[src/rtl/chip8_draw_ctrl.sv]
// chip8_draw_ctrl: owns every write to the 1-bit CHIP-8 framebuffer.
// Runs CLS (clear screen) and DXYN (XOR an N-row sprite fetched from memory).
// Optional build macro: DRAW_CLIP_EN. When it is defined, pixels past the right
// or bottom edge are suppressed. When it is undefined, they wrap around both axes.
module chip8_draw_ctrl #(
  parameter int ADDR_W = 12,
  parameter int FB_W   = 64,
  parameter int FB_H   = 32
) (
  input  logic              Clk,
  input  logic              Reset_n,
  input  logic              start,
  input  logic              cls,
  input  logic [7:0]        x_in,
  input  logic [7:0]        y_in,
  input  logic [3:0]        n_in,
  input  logic [ADDR_W-1:0] i_in,
  output logic [ADDR_W-1:0] mem_addr,
  output logic              mem_rd,
  input  logic [7:0]        mem_rdata,
  output logic [5:0]        fb_x,
  output logic [4:0]        fb_y,
  input  logic              fb_rdata,
  output logic              fb_we,
  output logic              fb_wdata,
  output logic              busy,
  output logic              done,
  output logic              collision
);

  typedef enum logic [2:0] {IDLE, CLR, FETCH, WAIT, PIX, DONE} state_t;

  state_t            state, state_nxt;
  logic [5:0]        x0;
  logic [4:0]        y0;
  logic [3:0]        n;
  logic [ADDR_W-1:0] ibase;
  logic [3:0]        r;
  logic [2:0]        c;
  logic [7:0]        shreg;
  logic [5:0]        cx;
  logic [4:0]        cy;

  logic [6:0]        sum_x;
  logic [5:0]        sum_y;
  logic              x_off, y_off;
  logic [5:0]        px;
  logic [4:0]        py;
  logic              bit_on, pix_en;
  logic              clr_last, row_last;

  // Sprite pixel coordinate, edge detection and write qualification
  always_comb begin
    sum_x    = {1'b0, x0} + {4'b0, c};
    sum_y    = {1'b0, y0} + {2'b0, r};
    x_off    = sum_x >= 7'(FB_W);
    y_off    = sum_y >= 6'(FB_H);
    px       = x_off ? 6'(sum_x - 7'(FB_W)) : sum_x[5:0];
    py       = y_off ? 5'(sum_y - 6'(FB_H)) : sum_y[4:0];
    bit_on   = shreg[3'd7 - c];
`ifdef DRAW_CLIP_EN
    pix_en   = bit_on & ~x_off & ~y_off;
`else
    pix_en   = bit_on;
`endif
    clr_last = (cx == 6'(FB_W - 1)) && (cy == 5'(FB_H - 1));
    row_last = (r + 4'd1) == n;
  end

  // State register
  always_ff @(posedge Clk or negedge Reset_n) begin
    if (!Reset_n) state <= IDLE;
    else          state <= state_nxt;
  end

  // Next-state logic
  always_comb begin
    state_nxt = state;
    case (state)
      IDLE:  if (start) begin
               if (cls)             state_nxt = CLR;
               else if (n_in == '0) state_nxt = DONE;
               else                 state_nxt = FETCH;
             end
      CLR:   if (clr_last) state_nxt = DONE;
      FETCH: state_nxt = WAIT;
      WAIT:  state_nxt = PIX;
      PIX:   if (c == 3'd7) state_nxt = row_last ? DONE : FETCH;
      DONE:  state_nxt = IDLE;
      default: state_nxt = IDLE;
    endcase
  end

  // Command latch, counters, sprite shift register and sticky collision flag
  always_ff @(posedge Clk or negedge Reset_n) begin
    if (!Reset_n) begin
      x0        <= '0;
      y0        <= '0;
      n         <= '0;
      ibase     <= '0;
      r         <= '0;
      c         <= '0;
      shreg     <= '0;
      cx        <= '0;
      cy        <= '0;
      collision <= 1'b0;
    end else begin
      case (state)
        IDLE: if (start) begin
          x0        <= 6'(x_in % 8'(FB_W));
          y0        <= 5'(y_in % 8'(FB_H));
          n         <= n_in;
          ibase     <= i_in;
          r         <= '0;
          c         <= '0;
          cx        <= '0;
          cy        <= '0;
          collision <= 1'b0;
        end
        CLR: begin
          if (cx == 6'(FB_W - 1)) begin
            cx <= '0;
            cy <= cy + 5'd1;
          end else begin
            cx <= cx + 6'd1;
          end
        end
        WAIT: begin
          shreg <= mem_rdata;
          c     <= '0;
        end
        PIX: begin
          c <= c + 3'd1;
          if (c == 3'd7) r <= r + 4'd1;
          if (pix_en && fb_rdata) collision <= 1'b1;
        end
        default: ;
      endcase
    end
  end

  // Output decode from the current state
  always_comb begin
    mem_addr = '0;
    mem_rd   = 1'b0;
    fb_x     = '0;
    fb_y     = '0;
    fb_we    = 1'b0;
    fb_wdata = 1'b0;
    busy     = state != IDLE;
    done     = state == DONE;
    case (state)
      CLR: begin
        fb_x  = cx;
        fb_y  = cy;
        fb_we = 1'b1;
      end
      FETCH: begin
        mem_rd   = 1'b1;
        mem_addr = ibase + ADDR_W'(r);
      end
      PIX: begin
        fb_x     = px;
        fb_y     = py;
        fb_we    = pix_en;
        fb_wdata = pix_en & ~fb_rdata;
      end
      default: ;
    endcase
  end

endmodule

[config.mk]
export PLATFORM = sky130hd
export DESIGN_NAME = chip8_draw_ctrl
export DESIGN_NICKNAME = d
export VERILOG_FILES = /design/src/rtl/chip8_draw_ctrl.sv
export SDC_FILE = /design/constraint.sdc
export NUM_CORES = 1
export LEC_CHECK = 0
export CELL_PAD_IN_SITES_DETAIL_PLACEMENT = 1
export CELL_PAD_IN_SITES_GLOBAL_PLACEMENT = 2
export CORE_ASPECT_RATIO = 0.8
export CORE_UTILIZATION = 31
export CTS_BUF_LIST = sky130_fd_sc_hd__clkbuf_16
export DETAILED_ROUTE_END_ITERATION = 8
export PLACE_DENSITY = 0.79
export REMOVE_ABC_BUFFERS = 1
export SYNTH_ARGS = -nofsm -noshare
export SYNTH_HDL_FRONTEND = slang
export SYNTH_SLANG_ARGS = --single-unit
[constraint.sdc]
create_clock -name Clk -period 3.35 [get_ports Clk]
set_input_delay 0.8375 -clock Clk [delete_from_list [all_inputs] [get_ports Clk]]
set_output_delay 0.8375 -clock Clk [all_outputs]
set_load 0.02 [all_outputs]
==> flow_summary_export.csv <==
group,metric,value,unit
run_status,status,"complete, no violations",
synthesis,yosysTopAreaCellShare,42.4,%
synthesis,synth.cell_area,0.00337,mm2
timing,hold_viol,0,
hold_path,hold_class,"input port to asynchronous set/reset pin",
detailed_routing,via_count,2979,
cts,cts_buffers,9,
detailed_routing,wl_per_cell,16.3,um
cts,cts.sinks,57,
detailed_routing,routed_wl,9720,um
cts,cts_buffer_depth,2,
worst_setup_path,cp.required,2.51,ns
cts,clk_pin_slew,0.05,ns
synthesis,synth_flop_cell,"dfrtp_1",
grt,grt_pass1_wl,16800,um
place,dp_slack,0.0621,ns
detailed_routing,drtPass1Iterations,4,
cts,cts_max_level,3,
worst_setup_path,crit_slowest_cell,"clkdlybuf4s50_1",
timing,setup_slack,0.0962,ns
place,post-dp-hpwl,7340,um
cts,clockRootBuffer,"clkbuf_16",
worst_setup_path,arrival,2.42,ns
floorplanning,die-area,0.0113,mm2
timing,setup_viol,0,
worst_setup_path,startpoint_type,"register",
cts,cts_tree,"yes",
cts,hold_buffers,0,
detailed_routing,highest_layer,"met4",
detailed_routing,m1WireLength,4760,um
job,drv_cap,0,
place,dpl_cell_area,0.00429,mm2
grt,grt_use_total,19.5,%
pwr,finalPower,0.00345,W
grt,grt-ovfl-total,0,
floorplanning,initial_core_util,32.4,%
cells_and_area,fin_nets,516,
floorplanning,core,0.0104,mm2
timing,max_slew_margin,48.5,%
detailed_routing,wl_met3,378,um
synthesis,synth_common_cells,"103 x nand2_1, 57 x dfrtp_1, 30 x o21ai_0, 17 x a21oi_1, 17 x ha_1",
synthesis,synth_top_area_cell,"dfrtp_1",
grt,first_global_vias,3265,
synthesis,yosys_warnings,0,
synthesis,synthTopCellsByArea,"dfrtp_1 42%, nand2_1 11%, ha_1 6.3%, o21ai_0 4.5%, mux2_2 3.3%",
timing,worst_clock_skew,0.00376,ns
timing,period_minus_slack,3.25,ns
cts,post_cts_buffers,0,
cells_and_area,drive_above_1_share,12.7,%
worst_setup_path,crit_type,"register to primary output",
detailed_routing,route.antenna.remaining_nets,0,
synthesis,ys_seq_area_share,42.4,%
worst_setup_path,cpPeakStageDelay,0.66,ns
place,io_buffers,68,
floorplanning,row_count,33,
floorplanning,ios,74,
detailed_routing,drcViolationCount,0,
timing,setup_tns,0,ns
cts,clkLatencyLatePin,0.33,ns
cells_and_area,fin_util,43.8,%
grt,grt_max_degree,24,
detailed_routing,drtIter0Drc,161,
detailed_routing,viasPerCell,5.00,
cells_and_area,area_delta_synth_final,35.2,%
timing,post-route-period-util,97.1,%
pwr,power_leakage,2.18,nW
timing,slew_violations,0,
cells_and_area,antennaDiodeCount,0,
timing,max_freq,0.307,GHz
detailed_routing,dr_wl_met2,4430,um
grt,antenna_found_initial,0,
synthesis,ys_types,46,
cells_and_area,fin_area,0.00455,mm2
floorplanning,die_w,119,um
synthesis,synth_async_sr_flop_share,100,%
synthesis,synth_cells,369,
place,gp_congestion,0.766,
pwr,vdd_drop_max,290,uV
worst_setup_path,crit_path_end_kind,"primary output",
worst_setup_path,path_buf_inv,1,
synthesis,synth_seq_cells,57,
synthesis,synth_edf_count,0,
floorplanning,die_h,95.2,um
pwr,powerDensity,757,mW/mm2
timing,worstMarginPinSlew,0.769,ns
synthesis,synth.most_common_cell,"nand2_1",
synthesis,avgSynthCellArea,9.12,um2
worst_setup_path,cp_cell_sequence,"ha_1 -> fa_1 -> xnor2_1 -> o21ai_0 -> clkdlybuf4s50_1",
worst_setup_path,cp_max_fo,2,
worst_setup_path,cp_top_family,"buffers and inverters",
==> flip-flops by register name, indices dropped and copies added (netlist names) <==
name	flops
ibase	12
shreg	8
cx	6
x0	6
cy	5
y0	5
n	4
r	4
c	3
state	3
collision	1
==> layout make-up <==
class / instances / area, um2
Sequential cell: 57 / 1430
Timing Repair Buffer: 89 / 812
Clock buffer: 9 / 225
Multi-Input combinational cell: 287 / 1840
Fill cell: 1238 / 5850
Tap cell: 140 / 175
Inverter: 7 / 26.3
Clock inverter: 7 / 46.3
==> metrics by stage <==
stage	hold slack, ns	instances
2_1_floorplan	0.450	351
3_3_place_gp	0.474	580
6_report	0.437	596
5_1_grt	0.466	596
3_5_place_dp	0.469	580
4_1_cts	0.457	596
==> report_power, final <==
group          leakage (nW)  switching [W]  internal [W]
logic                  1.32       0.000795      0.000628
registers             0.728       0.000239      0.000948
clock network         0.128       0.000339      0.000497
==> logic make-up (layout without fill, tap and decap cells) <==
| logic type | count (synthesis) | after routing | synth area share, % |
|---|---|---|---|
| XOR/XNOR | 15 | 15 | 3.90 |
| multiplexers | 13 | 13 | 5.20 |
| flip-flops | 57 | 57 | 42.4 |
| AND/OR/NAND/NOR | 159 | 159 | 22.3 |
| adder cells (fa/ha/maj) | 20 | 20 | 8.10 |
| buffers and inverters | 25 | 112 | 3.34 |
| AO/OA/AOI/OAI | 80 | 80 | 14.8 |
==> placed cells by master, fill, tap and decap left out, types with 5 or more instances in the layout <==
cell	instances
dfrtp_1	57
clkdlybuf4s50_1	53
nand2_1	103
nand3_1	12
nor2_1	11
o21ai_0	30
mux2_2	10
xor2_1	6
ha_1	16
inv_1	7
clkbuf_16	9
a22o_1	6
a21oi_1	16
nand4_1	5
a31oi_1	7
buf_4	21
or3_1	8
xnor2_1	9
a21o_1	6
dlygate4sd2_1	7
==> timing repair <==
action,in CTS,in global routing
setup endpoints to repair,11,8
gates resized for setup,16,11
hold endpoints to repair,0,0
==> layer usage <==
layer | up-vias | global-route usage (%)
li1 | 1454 | -
met1 | 1445 | 25.2
met2 | 67 | 32.1
met3 | 13 | 4.61
met4 | 0 | 6.86
met5 | - | 0
==> worst paths after layout <==
check                      startpoint  endpoint  slack (ns)  cells after the start
min                           Reset_n      r[0]        0.44                      1
min reg2reg                  ibase[3]  ibase[3]        0.48                      2
max reg2reg                      r[0]  state[0]        1.23                      6
max                             x0[0]   fb_x[2]         0.1                      5
max in group asynchronous     Reset_n  ibase[8]        2.24                      2
min in group Clk             ibase[3]  ibase[3]        0.48                      2
(Power assumes the default switching activity.)
